--- src/rtl/bin_bcd.sv ---
// Sequential binary-to-BCD converter using shift-and-add-3 (double dabble).
// Converts one value per start request. Results that exceed the BCD range saturate to all nines and raise ovf.
module bin_bcd #(
  parameter int unsigned SIZE_bin = 24,
  parameter int unsigned SIZE_bcd = 28
) (
  input  logic                clk,
  input  logic                rst,
  input  logic                start,
  input  logic [SIZE_bin-1:0] data_bin,
  output logic                busy,
  output logic [SIZE_bcd-1:0] data_bcd,
  output logic                valid,
  output logic                ovf
);

  localparam int unsigned D     = SIZE_bcd / 4;
  localparam int unsigned W     = SIZE_bcd + SIZE_bin;
  localparam int unsigned CNT_W = $clog2(SIZE_bin + 1);
  localparam logic [CNT_W-1:0]    LAST = CNT_W'(SIZE_bin - 1);
  localparam logic [SIZE_bcd-1:0] ALL9 = {D{4'h9}};

  typedef enum logic [1:0] {
    IDLE,
    SHIFT,
    DONE
  } state_e;

  state_e              state_q;
  logic [W-1:0]        work_q;
  logic [CNT_W-1:0]    cnt_q;
  logic                sticky_q;
  logic                busy_q;
  logic                valid_q;
  logic                ovf_q;
  logic [SIZE_bcd-1:0] data_bcd_q;

  logic [SIZE_bcd-1:0] bcd_adj;
  logic [3:0]          dig;
  logic [W-1:0]        work_d;
  logic                carry_out;

  // One double-dabble iteration: add 3 to every digit >= 5, then shift the whole register left.
  always_comb begin
    bcd_adj = '0;
    dig     = '0;
    for (int i = 0; i < int'(D); i++) begin
      dig = work_q[SIZE_bin + 4*i +: 4];
      bcd_adj[4*i +: 4] = (dig >= 4'd5) ? dig + 4'd3 : dig;
    end
    carry_out = bcd_adj[SIZE_bcd-1];
    work_d    = {bcd_adj[SIZE_bcd-2:0], work_q[SIZE_bin-1:0], 1'b0};
  end

  always_ff @(posedge clk or posedge rst) begin
    if (rst) begin
      state_q    <= IDLE;
      work_q     <= '0;
      cnt_q      <= '0;
      sticky_q   <= 1'b0;
      busy_q     <= 1'b0;
      valid_q    <= 1'b0;
      ovf_q      <= 1'b0;
      data_bcd_q <= '0;
    end else begin
      valid_q <= 1'b0;
      case (state_q)
        IDLE: begin
          if (start) begin
            work_q   <= {{SIZE_bcd{1'b0}}, data_bin};
            sticky_q <= 1'b0;
            cnt_q    <= '0;
            busy_q   <= 1'b1;
            state_q  <= SHIFT;
          end
        end
        SHIFT: begin
          work_q <= work_d;
          // A one leaving the top digit means the value needs more than D digits.
          if (carry_out) sticky_q <= 1'b1;
          cnt_q <= cnt_q + CNT_W'(1);
          if (cnt_q == LAST) state_q <= DONE;
        end
        DONE: begin
          data_bcd_q <= sticky_q ? ALL9 : work_q[W-1 -: SIZE_bcd];
          ovf_q      <= sticky_q;
          valid_q    <= 1'b1;
          busy_q     <= 1'b0;
          state_q    <= IDLE;
        end
        default: state_q <= IDLE;
      endcase
    end
  end

  assign busy     = busy_q;
  assign valid    = valid_q;
  assign ovf      = ovf_q;
  assign data_bcd = data_bcd_q;

endmodule

--- config.mk ---
export PLATFORM = sky130hd
export DESIGN_NAME = bin_bcd
export DESIGN_NICKNAME = d
export VERILOG_FILES = /design/src/rtl/bin_bcd.sv
export SDC_FILE = /design/constraint.sdc
export NUM_CORES = 1
export LEC_CHECK = 0
export ABC_AREA = 1
export BUFFER_PORTS_ARGS = -buffer_cell sky130_fd_sc_hd__buf_2
export CAP_MARGIN = 20
export CELL_PAD_IN_SITES_DETAIL_PLACEMENT = 2
export CELL_PAD_IN_SITES_GLOBAL_PLACEMENT = 2
export CORE_MARGIN = 5
export CORE_UTILIZATION = 34
export CTS_CLUSTER_DIAMETER = 60
export DETAILED_ROUTE_END_ITERATION = 7
export PLACE_DENSITY_LB_ADDON = 0.1
export SLEW_MARGIN = 20
export SYNTH_ARGS = -nofsm -noshare
export SYNTH_HDL_FRONTEND = slang
export SYNTH_SLANG_ARGS = --single-unit
--- constraint.sdc ---
create_clock -name clk -period 3.5 [get_ports clk]
set_input_delay 0.525 -clock clk [delete_from_list [all_inputs] [get_ports clk]]
set_output_delay 0.525 -clock clk [all_outputs]
set_load 0.1 [all_outputs]
==> metrics.csv, run 1 <==
stage,metric,value,unit
run_status,status,finished clean,
timing,worst_slack,1.61,ns
floorplanning,die_h,123,um
timing,layout_min_cycle_time,1.89,ns
layout,regArea,2280,sq um
worst_setup_path,crit_arrival,2.14,ns
place,gp_congestion,0.804,
floorplanning,rows,41,
layout,drive_above_1_share,0.166,
layout,area_delta_synth_final,17.3,%
cts,clock_latency,0.35,ns
floorplanning,coreArea,12600,sq um
global_route,gr-total-overflow,0,
layout,n_antenna_cell,0,
floorplanning,fp.dieW,123,um
timing,rsz0062_at_grt,false,
timing,period_share,0.539,
pwr,irDropWorstVdd,0.232,mV
synth,synth-xor-area-share,0,
worst_setup_path,start_kind,flop,
timing,worstMarginPinSlew,1.03,ns
timing,timing.fmax,530,MHz
synth,synthSimpleGateAreaFrac,0.277,
synth,synth_fp_nets,563,
worst_setup_path,crit_type,flop to flop,
worst_setup_path,cp-end-kind,flop,
synth,yosysSeqAreaShare,0.524,
global_route,antenna_found_initial,0,
hold_path,hold_class,input port to asynchronous set/reset pin,
synth,synth.avg_cell_area,8.33,sq um
cts,postCtsHoldBufs,0,
worst_setup_path,cp.required,3.75,ns
worst_setup_path,slowest_delay,0.68,ns
layout,n_fill_cell,1432,
floorplanning,dieArea,15100,sq um
synth,synth_cells,521,
cts,cts_sinks,91,
synth,synth_warnings,0,
route,routed_via_density,4.94,
layout,layout.nets,617,
synth,synthArstFlopShare,1.00,
synth,ys_types,20,
worst_setup_path,r2r_slack,1.61,ns
cts,cts_setup_buffers,0,
run,max-cap-violations,0,
timing,slew_headroom,0.315,
worst_setup_path,critPathSlowestCell,inv_2,
worst_setup_path,crit_chain,"nand2_2, nand2_2, inv_2, nand2_1, o31ai_1",
synth,synth_edf_count,0,
layout,layout_common_cells,"179 x nand2_1, 91 x dfrtp_1, 62 x nand3_1, 57 x buf_2, 47 x inv_1",
floorplanning,ios,58,
place,dp_hpwl,8210,um
pwr,power.density,886,nW/um^2
pwr,leakage,2.58,nW
synth,synthFlopType,dfrtp_1,
cts,cts_buffers,9,
global_route,grt_pass1_wl,20800,um
cts,ctsResizeCount,0,
timing,finClkSkew,0.00278,ns
global_route,grt_max_degree,57,
cts,cts_max_level,3,
layout,final_common_cell,nand2_1,
layout,multiInputGateArea,1750,sq um
synth,ys_ff_latch,91,
route,drc,0,
place,place_ws,1.47,ns
route,wl_per_cell,16.1,um
timing,slew_viol_final,0,
synth,synth_mux_area_frac,0,
cts,cts_tree,built,
route,routed_wl,12100,um
worst_setup_path,crit_top_cell,nand2_2,
timing,hold_viol_final,0,
timing,setup_viol,0,
synth,synth_top_family_by_area,simple AND/OR/NAND/NOR gates,
place,io_buffers,57,
global_route,grt_usage,0.176,
cts,clock_path_buffers,2,
floorplanning,start_util,0.345,
worst_setup_path,cp_max_fo,43,
route,drt-initial-drc-count,159,
cts,clkTransAtPathRegs,0.06,ns
synth,synth-adder-area-share,0.0432,
cts,cts_root_buffer,clkbuf_16,
route,ant_nets,0,
route,dr_total_vias,3713,
route,first_pass_iters,4,
timing,fin_setup_tns,0,ns
synth,synth_area,4340,sq um
global_route,grt_pass1_vias,4252,
synth,synth_compound_area_frac,0.0839,
-- report_power, final --
part | switching, mW | internal [mW] | total [mW]
Clock | 0.411 | 0.690 | 1.10
Combinational | 1.18 | 0.554 | 1.74
Sequential | 0.277 | 1.40 | 1.68
-- cell type report --
cell class / instances / area share
repair buffers: 60 / 0.0629
flip-flops and latches: 91 / 0.447
clock inverters: 6 / 0.0206
clock buffers: 9 / 0.0442
inverters: 52 / 0.0388
multi-input cells: 361 / 0.344
well taps: 172 / 0.0422
-- stage by stage --
| stage | instances | hold WS, ns | power [mW] | util | area, sq um |
|---|---|---|---|---|---|
| global route | 751 | 0.364 | 4.95 | 0.405 | 5090 |
| global placement | 736 | 0.457 | 3.34 | 0.379 | 4760 |
| floorplan | 521 | 0.442 | 2.99 | - | 4340 |
| CTS | 751 | 0.372 | 4.61 | 0.405 | 5090 |
| finish | 751 | 0.296 | 4.52 | 0.405 | 5090 |
| detailed placement | 736 | 0.464 | 3.45 | 0.379 | 4760 |
-- final timing paths --
path	from	end	cells past startpoint
setup / recovery	state_q[0]	cnt_q[2]	5
hold / removal	rst	work_q[0]	2
setup reg to reg	state_q[0]	cnt_q[2]	5
hold reg to reg	data_bcd[5]	data_bcd[5]	2
max in group asynchronous	rst	data_bcd[21]	3
min in group clk	data_bin[0]	work_q[0]	3
-- cell families after synthesis --
group,count (synthesis)
flops,91
fa+ha+maj,15
compound gates,63
buf+inv,69
simple gates,283
-- Yosys cell counts, types with 2 or more instances --
cell,n,share of area
buf_6,2,0.0052
nor2_4,2,0.0052
o21ai_0,33,0.038
nand3_1,62,0.071
a21oi_1,15,0.017
buf_2,8,0.0092
buf_4,7,0.012
nor2_1,21,0.018
inv_2,4,0.0035
ha_1,15,0.043
dfrtp_1,91,0.52
o21bai_1,2,0.0035
nand4_1,15,0.022
inv_1,48,0.041
o21ai_2,10,0.020
nand2_1,179,0.15
nand2_2,4,0.0058
-- sequential cells by signal, summed over array words and instances (netlist names) --
signal	count
cnt_q	5
work_q	52
busy	1
valid	1
data_bcd	28
state_q	2
sticky_q	1
ovf	1
-- critical path, delay by kind of cell, from the launching register on --
family | cells | cell delay, ns
compound gates | 1 | 0.12
buf+inv | 1 | 0.68
flops | 1 | 0.43
simple gates | 3 | 0.56
-- routing by layer --
metal  vias up  wire, um  global-route usage
li1       1787         -                   -
met1      1866      5280               0.207
met2        47      6320               0.323
met3        13       284              0.0265
met4         0       217              0.0664
met5         -         0                   0
(Power assumes the default switching activity.)
==> run 2: changes to the inputs <==
Settings changed: CORE_UTILIZATION 34 to 31.
Clock period 3.5 ns to 1.7 ns, I/O delays scaled along.
==> metrics.csv, run 2 (synthesis results as in run 1) <==
stage,metric,value,unit
worst_setup_path,crit_arrival,1.65,ns
route,routed_wl,12200,um
layout,drive_above_1_share,0.174,
global_route,grt_usage,0.157,
worst_setup_path,start_kind,flop,
cts,ctsResizeCount,0,
route,first_pass_iters,4,
timing,setup_viol,0,
layout,max_flop_register,work_q,
floorplanning,coreArea,13800,sq um
run_status,status,finished clean,
worst_setup_path,r2r_slack,0.28,ns
timing,slew_viol_final,0,
floorplanning,start_util,0.314,
route,routed_via_density,4.87,
layout,final_util,0.374,
cts,cts_tree,built,
global_route,grt_pass1_wl,20800,um
hold_path,min_from,data_bin[0],
global_route,gr-total-overflow,0,
cts,cts_sinks,91,
global_route,antenna_found_initial,0,
pwr,irDropWorstVdd,0.663,mV
floorplanning,ios,58,
layout,layout.nets,625,
timing,timing.fmax,703,MHz
worst_setup_path,cp-end-kind,flop,
route,drt-initial-drc-count,169,
layout,layoutNonFillerInstCount,767,
route,wl_per_cell,15.9,um
run,max-cap-violations,0,
floorplanning,dieArea,16500,sq um
place,dp_hpwl,8640,um
layout,layout_common_cells,"179 x nand2_1, 91 x dfrtp_1, 62 x nand3_1, 57 x buf_2, 47 x inv_1",
cts,cts_root_buffer,clkbuf_16,
place,io_buffers,57,
timing,hold_viol_final,0,
global_route,grt_max_degree,40,
route,drc,0,
floorplanning,die_h,128,um
cts,clock_path_buffers,2,
hold_path,holdPathEnd,work_q[0],
cts,clkTransAtPathRegs,0.06,ns
layout,n_antenna_cell,0,
cts,cts_setup_buffers,0,
hold_path,hold_class,input port to flop,
cts,cts_buffers,9,
global_route,grt_pass1_vias,4208,
worst_setup_path,r2r-start,work_q[44],
worst_setup_path,cp.required,1.93,ns
layout,largest_register_ffs,52,
place,gp_congestion,0.761,
floorplanning,rows,43,
timing,fin_setup_tns,0,ns
pwr,power.density,1760,nW/um^2
timing,period_share,0.837,
timing,finClkSkew,0.00518,ns
cts,clock_latency,0.34,ns
timing,worstMarginPinSlew,0.496,ns
worst_setup_path,rr_endpoint,work_q[45],
route,ant_nets,0,
timing,rsz0062_at_grt,false,
cts,cts_max_level,3,
worst_setup_path,crit_type,flop to flop,
route,dr_total_vias,3737,
worst_setup_path,r2r_cells,8,
place,dp_cells,751,
timing,whs,0.121,ns
layout,area_delta_synth_final,19.0,%
timing,layout_min_cycle_time,1.42,ns
pwr,leakage,2.60,nW
floorplanning,fp.dieW,128,um
layout,final_common_cell,nand2_1,
worst_setup_path,cp_max_fo,5,
hold_path,worstHoldPathCells,3,
timing,slew_headroom,0.671,
run 2: final cells by class:
cell class	instances	area, sq um
clock inverter	2	10.0
inverter	52	199
timing repair buffer	68	433
sequential	91	2280
clock buffer	13	270
fill	1595	8660
multi-input combinational	361	1750
tap	180	225
run 2: metal layers:
layer / up-vias / part of all wire / GRT usage
met5: - / 0 / 0
met4: 0 / 0.018 / 0.0562
met3: 14 / 0.030 / 0.0249
met2: 51 / 0.49 / 0.277
li1: 1800 / - / -
met1: 1872 / 0.46 / 0.193
run 2: worst max-delay path, stage by stage, from the launching register on:
cell and delay, ns:
dfrtp_1 0.46, inv_1 0.12, ha_1 0.24, inv_1 0.08
nand2_1 0.11, nand3_1 0.12, nand2_1 0.06, nand3_1 0.07
nand2_1 0.05
run 2: power by group:
group	leakage, nW	switching (mW)	internal (mW)
Combinational	1.37	2.49	1.25
Clock	0.141	0.819	1.10
Sequential	1.09	0.569	2.88
Total	2.60	3.87	5.23
run 2: through the flow:
step	area (sq um)	total power, mW	setup WS [ns]
finish	5170	9.11	0.277
floorplan	4350	6.15	0.381
global placement	4880	7.05	0.330
detailed placement	4880	7.28	0.262
global route	5170	10.0	0.127
CTS	5170	9.31	0.264
run 2: what timing repair did:
action	4_1_cts	5_1_grt
endpoints found under the hold margin	15	0
setup endpoints to repair	0	0
hold buffers	1	0
run 2: worst max-delay path by stage:
stage,from,end,slack (ns),cells past startpoint
6_report,work_q[44],work_q[45],0.28,8
5_1_grt,work_q[28],work_q[29],0.13,8
3_5_place_dp,state_q[0],data_bcd[22],0.26,5
2_1_floorplan,rst,busy,0.38,1
4_1_cts,work_q[44],work_q[45],0.26,8
3_3_place_gp,state_q[0],data_bcd[17],0.33,5
